<file path="src/rtl/ready_valid_pkg.sv">
// ready_valid_pkg: shared ready/valid types and the sink checker state enum
package ready_valid_pkg;
    typedef enum logic [1:0] {IDLE, RUN, DONE} rv_state_e;
    typedef logic [15:0] rv_count_t;
    typedef logic [2:0]  rv_phase_t;
    function automatic rv_count_t sat_inc(input rv_count_t c);
        return (c == '1) ? c : c + 16'd1;
    endfunction
endpackage

</file>
<file path="src/rtl/rv_ready_pattern_gen.sv">
// rv_ready_pattern_gen: registered in_ready driven from a latched 8-bit pattern
module rv_ready_pattern_gen
    import ready_valid_pkg::*;
(
    input  logic       clk,
    input  logic       reset,
    input  logic       load,
    input  logic       run,
    input  logic       keep,
    input  logic [7:0] ready_pattern,
    output logic       in_ready
);
    logic [7:0] pat_q;
    rv_phase_t  phase;
    // phase tracks the pattern bit currently on in_ready; the next bit is registered ahead
    always_ff @(posedge clk) begin
        if (reset) begin
            pat_q    <= '0;
            phase    <= '0;
            in_ready <= 1'b0;
        end else if (load) begin
            pat_q    <= ready_pattern;
            phase    <= '0;
            in_ready <= ready_pattern[0];
        end else begin
            if (run) phase <= phase + 3'd1;
            in_ready <= keep ? pat_q[phase + 3'd1] : 1'b0;
        end
    end
endmodule

</file>
<file path="config.mk">
export PLATFORM = sky130hd
export DESIGN_NAME = rv_ready_pattern_gen
export DESIGN_NICKNAME = d
export VERILOG_FILES = /design/src/rtl/ready_valid_pkg.sv /design/src/rtl/rv_ready_pattern_gen.sv
export SDC_FILE = /design/constraint.sdc
export NUM_CORES = 1
export LEC_CHECK = 0
export CORE_AREA = 3 3 40 42
export CTS_CLUSTER_DIAMETER = 30
export DETAILED_ROUTE_END_ITERATION = 10
export DIE_AREA = 0 0 43 45
export PLACE_DENSITY = 0.66
export SLEW_MARGIN = 20
export SYNTH_ARGS = -nofsm -noshare
export SYNTH_HDL_FRONTEND = slang
export SYNTH_SLANG_ARGS = --single-unit
</file>
<file path="constraint.sdc">
create_clock -name clk -period 1.7 [get_ports clk]
set_clock_uncertainty 0.1 [all_clocks]
set_input_delay 0.255 -clock clk [delete_from_list [all_inputs] [get_ports clk]]
set_output_delay 0.255 -clock clk [all_outputs]
set_load 0.02 [all_outputs]
</file>
# Yosys cells after proc, flatten, opt, wreduce, memory -nomap -nowiden

Cells that the tools add are included.

Bits in registers: 12
Bits in latches: 0
Memory bits (writable): 0
ROM bits: 0
Bits of input ports: 13
Output and inout bits: 1
Word-level logic and storage cells: 10
Memories: 0

$add $sub $neg: 1
$mul: 0
Div/mod/pow operators: 0
$lt $le $gt $ge: 1
Equal/unequal tests: 0
Shifts and indexed selects: 0
Mux-type cells: 4
Bitwise gates (word level): 0
Reduce and logical (&&, ||, !) cells: 1

Operator list:

| cell                  | count |
|---|---|
| $lt A3 B4 Y1 const B  | 1 |
| $add A3 B1 Y3 const B | 1 |
| $bmux W1 S3           | 1 |
| $mux W1               | 3 |
| $reduce_or A2 Y1      | 1 |

# Depth between registers and ports, before layout

Word-level depth: 5
Gate-level depth with buffers: 4

# Least setup slack after synthesis

No wires, ideal clock.

Path type: reg2reg
From: register phase[0]
To: register in_ready
Arrival: 1.345 ns
Data required time: 1.467 ns
Setup slack: 0.122 ns
Stages on the path, launching flop included: 5
Buffers on the path: 0
Clock period less this slack: 1.578 ns
Cell sequence: dfxtp_1 -> ha_1 -> mux4_1 -> nand3b_1 -> a31oi_1

Word-level cells in the longest chain between the ends: 5

Ends and longest elaborated chain:

| what                          | RTL line                   | text |
|---|---|---|
| start: declaration            | rv_ready_pattern_gen.sv:14 | `rv_phase_t phase;` |
| start signal: assignment      | rv_ready_pattern_gen.sv:26 | `if (run) phase <= phase + 3'd1;` |
| $add A3 B1 Y3                 | rv_ready_pattern_gen.sv:27 | `in_ready <= keep ? pat_q[phase + 3'd1] : 1'b0;` |
| $bmux W1 S3                   | rv_ready_pattern_gen.sv:27 |  |
| $mux W1 (implied by the code) | rv_ready_pattern_gen.sv:27 |  |
| $mux W1                       | rv_ready_pattern_gen.sv:27 |  |
| $mux W1                       | rv_ready_pattern_gen.sv:21 | `end else if (load) begin` |
| end signal: assignment        | rv_ready_pattern_gen.sv:24 | `in_ready <= ready_pattern[0];` |
| end signal: assignment        | rv_ready_pattern_gen.sv:27 |  |
| end: declaration              | rv_ready_pattern_gen.sv:11 | `output logic in_ready` |

No other way between the ends. The select of a mux whose other input is x is not followed.
A chain may end at the register's enable or synchronous reset.

# Final worst setup path

Same ends and word-level chain as after synthesis.

==> flow_metrics.env <==
export IMPL_min_period_ns=1.591
export IMPL_synth_area_leaders="dfxtp_1 48%, mux2i_1 16%, mux4_1 10%"
export IMPL_hold_start="pat_q[0]$_SDFFE_PP0P_"
export IMPL_critPathRequiredTime_ns=1.74
export IMPL_drtPass1Iterations=4
export IMPL_crit_path_start="phase[0]$_SDFFE_PP0P_"
export IMPL_ys_ff_latch=12
export IMPL_worstMarginPinSlew_ns=0.4471
export IMPL_yosysTopAreaCell="dfxtp_1"
export IMPL_synth_cell_type_count=17
export IMPL_maxSlewViolCount=0
export IMPL_clock_sinks=12
export IMPL_maxSlewHeadroom_pct=70.10
export IMPL_detail_route_antenna_nets=0
export IMPL_critPathBufInv=0
export IMPL_core_um2=1285
export IMPL_hpwl_um=716.2
export IMPL_cellLeakagePower_uw=0.0002806
export IMPL_rsz0062_at_grt="false"
export IMPL_start_util_pct=39.34
export IMPL_ys_warn_count=0
export IMPL_antenna_found_initial=0
export IMPL_ctsLongestPathBuffers=2
export IMPL_status="finished, final reports clean"
export IMPL_syn_num_nets=60
export IMPL_power_per_cell_area_nw_per_um2=796.7
export IMPL_synth_top_cell_area_share_pct=47.52
export IMPL_cts_tree="yes"
export IMPL_r2r_slack_ns=0.11
export IMPL_placed_area_um2=665.6
export IMPL_crit_path_end_kind="flip-flop"
export IMPL_finalNetCount=77
export IMPL_post_route_drc_count=0
export IMPL_seq_area_um2=240.2
export IMPL_cp_arrival_ns=1.63
export IMPL_slowest_stage="mux4_1"
export IMPL_critPathLaunchType="flip-flop"
export IMPL_clk_pin_slew_ns=0.07
export IMPL_path_max_fanout=4
export IMPL_fin_ws_ns=0.1090
export IMPL_multi_input_area_um2=269.0
export IMPL_grt_pass1_wl_mm=1.593
export IMPL_grt_pass1_vias=391
export IMPL_grt_usage_pct=11.13
export IMPL_crit_chain="ha_4 -> mux4_1 -> nand3b_1 -> a31oi_1"
export IMPL_finalCritPeriodShare_pct=93.59
export IMPL_synth_yosys_seq_area_share_pct=47.52
export IMPL_worstReg2RegStart="phase[0]$_SDFFE_PP0P_"
export IMPL_power_uw=558.2
export IMPL_drt_vias_per_instance=5.132
export IMPL_final_cell_mix="13 x clkdlybuf4s50_1, 12 x dfxtp_1, 8 x mux2i_1, 7 x nor2_1"
export IMPL_whs_ns=0.3707
export IMPL_drv_cap=0
export IMPL_diodes=0
export IMPL_num_rows=13
export IMPL_die_y_um=45
export IMPL_drive_above_1_share_pct=8.197
export IMPL_setup_tns_ns=0
export IMPL_gp_congestion=0.6960
export IMPL_die_area_um2=1935
export IMPL_rr_endpoint="in_ready$_SDFF_PP0_"
export IMPL_final_common_cell="clkdlybuf4s50_1"
export IMPL_fillers=116
export IMPL_syn_to_final_growth_pct=38.61
export IMPL_cp_top_family="multiplexers"
export IMPL_hold_buffers=0
export IMPL_hold_viol=0
export IMPL_grt_max_degree=14
export IMPL_crit_type="reg2reg"
export IMPL_critPathMaxStageDelay_ns=0.53
export IMPL_htreeDepth=1
export IMPL_irDropWorstVdd_mv=0.3611
export IMPL_synth_area_um2=505.5
export IMPL_avgSynthCellArea_um2=10.99
export IMPL_cp_depth=4
export IMPL_num_vias=390
export IMPL_io_buffers=13
export IMPL_place_ws_ns=0.06212
export IMPL_synthCells=46
export IMPL_overflow=0
export IMPL_cts_root_buf="clkbuf_4"
export IMPL_wl_per_cell_um=12.74
export IMPL_hp_class="reg2reg"
export IMPL_worstRegToRegCells=4
export IMPL_drt_initial_drc_count=1
export IMPL_setup_violations=0
export IMPL_die_x_um=43
export IMPL_final_area_um2=700.7
export IMPL_cts_made_buffers=3
export IMPL_totalWireLength_um=968
export IMPL_ios=14
export IMPL_fmax_mhz=628.5
export IMPL_clkLatencyLatePin_ns=0.27
export IMPL_crit_end="in_ready$_SDFF_PP0_"
synthesized netlist by cell type:
cell type  number
mux4_1          2
clkbuf_1        1
nand3_1         1
buf_2           1
a21oi_1         1
nand3b_1        1
mux2i_1         8
xnor2_1         2
nand2b_1        1
a31oi_1         1
xor2_1          1
ha_1            1
nor2b_1         1
dfxtp_1        12
nor3_1          3
nand2_1         2
nor2_1          7
power by group:
part / leakage (uW) / switching (uW) / internal (uW) / total, uW
Clock: 0.0000138 / 90.2 / 81.9 / 172
Sequential: 0.0000986 / 8.25 / 295 / 303
Combinational: 0.000168 / 28.7 / 54.1 / 82.9
flip-flops by register name, indices dropped and copies added (netlist names):
signal    flops
pat_q         8
phase         3
in_ready      1
worst min-delay path by stage:
stage	slack, ns	depth (start not counted)	end
2_1_floorplan	0.23	1	phase[0]$_SDFFE_PP0P_
3_3_place_gp	0.36	2	pat_q[0]$_SDFFE_PP0P_
3_5_place_dp	0.36	2	pat_q[0]$_SDFFE_PP0P_
4_1_cts	0.37	2	pat_q[0]$_SDFFE_PP0P_
5_1_grt	0.39	2	pat_q[0]$_SDFFE_PP0P_
6_report	0.37	2	pat_q[0]$_SDFFE_PP0P_
kinds of logic after synthesis:
kind of cell	count (synthesis)	synth area share [%]
compound gates	2	2.228
xor+xnor	3	5.199
fa+ha+maj	1	2.475
buf+inv	2	1.731
flops	12	47.52
mux	10	26.24
simple gates	16	14.61
cell type report:
class	count	share of cell area, %
Multi-Input combinational cell	32	38.39
Sequential cell	12	34.29
Timing Repair Buffer	14	21.43
Clock buffer	3	3.214
Tap cell	15	2.679
timing repair:
| action | in CTS | in global routing |
|---|---|---|
| buffers inserted | 0 | 0 |
| resized for setup | 0 | 1 |
| endpoints found under the setup margin | 0 | 1 |
stage by stage:
| stage | cells | utilization (%) |
|---|---|---|
| floorplan | 46 | - |
| global placement | 73 | 51.80 |
| detailed placement | 73 | 51.80 |
| CTS | 76 | 53.55 |
| global route | 76 | 54.53 |
| finish | 76 | 54.53 |
metal layers:
layer | wire length (um) | vias up | share of wire [%] | global-route usage, %
met1 | 434 | 181 | 45 | 11.49
met3 | 58 | 2 | 6.0 | 3.187
met4 | 17 | 0 | 1.8 | 9.036
li1 | - | 194 | - | -
met5 | 0 | - | 0 | 0
met2 | 458 | 13 | 47 | 18.86
worst register-to-register path, cell delays in order, from the launching register on:
cell,delay [ns]
dfxtp_1,0.37
ha_4,0.30
mux4_1,0.53
nand3b_1,0.09
a31oi_1,0.07
No activity file was read; power rests on OpenSTA's default activity.
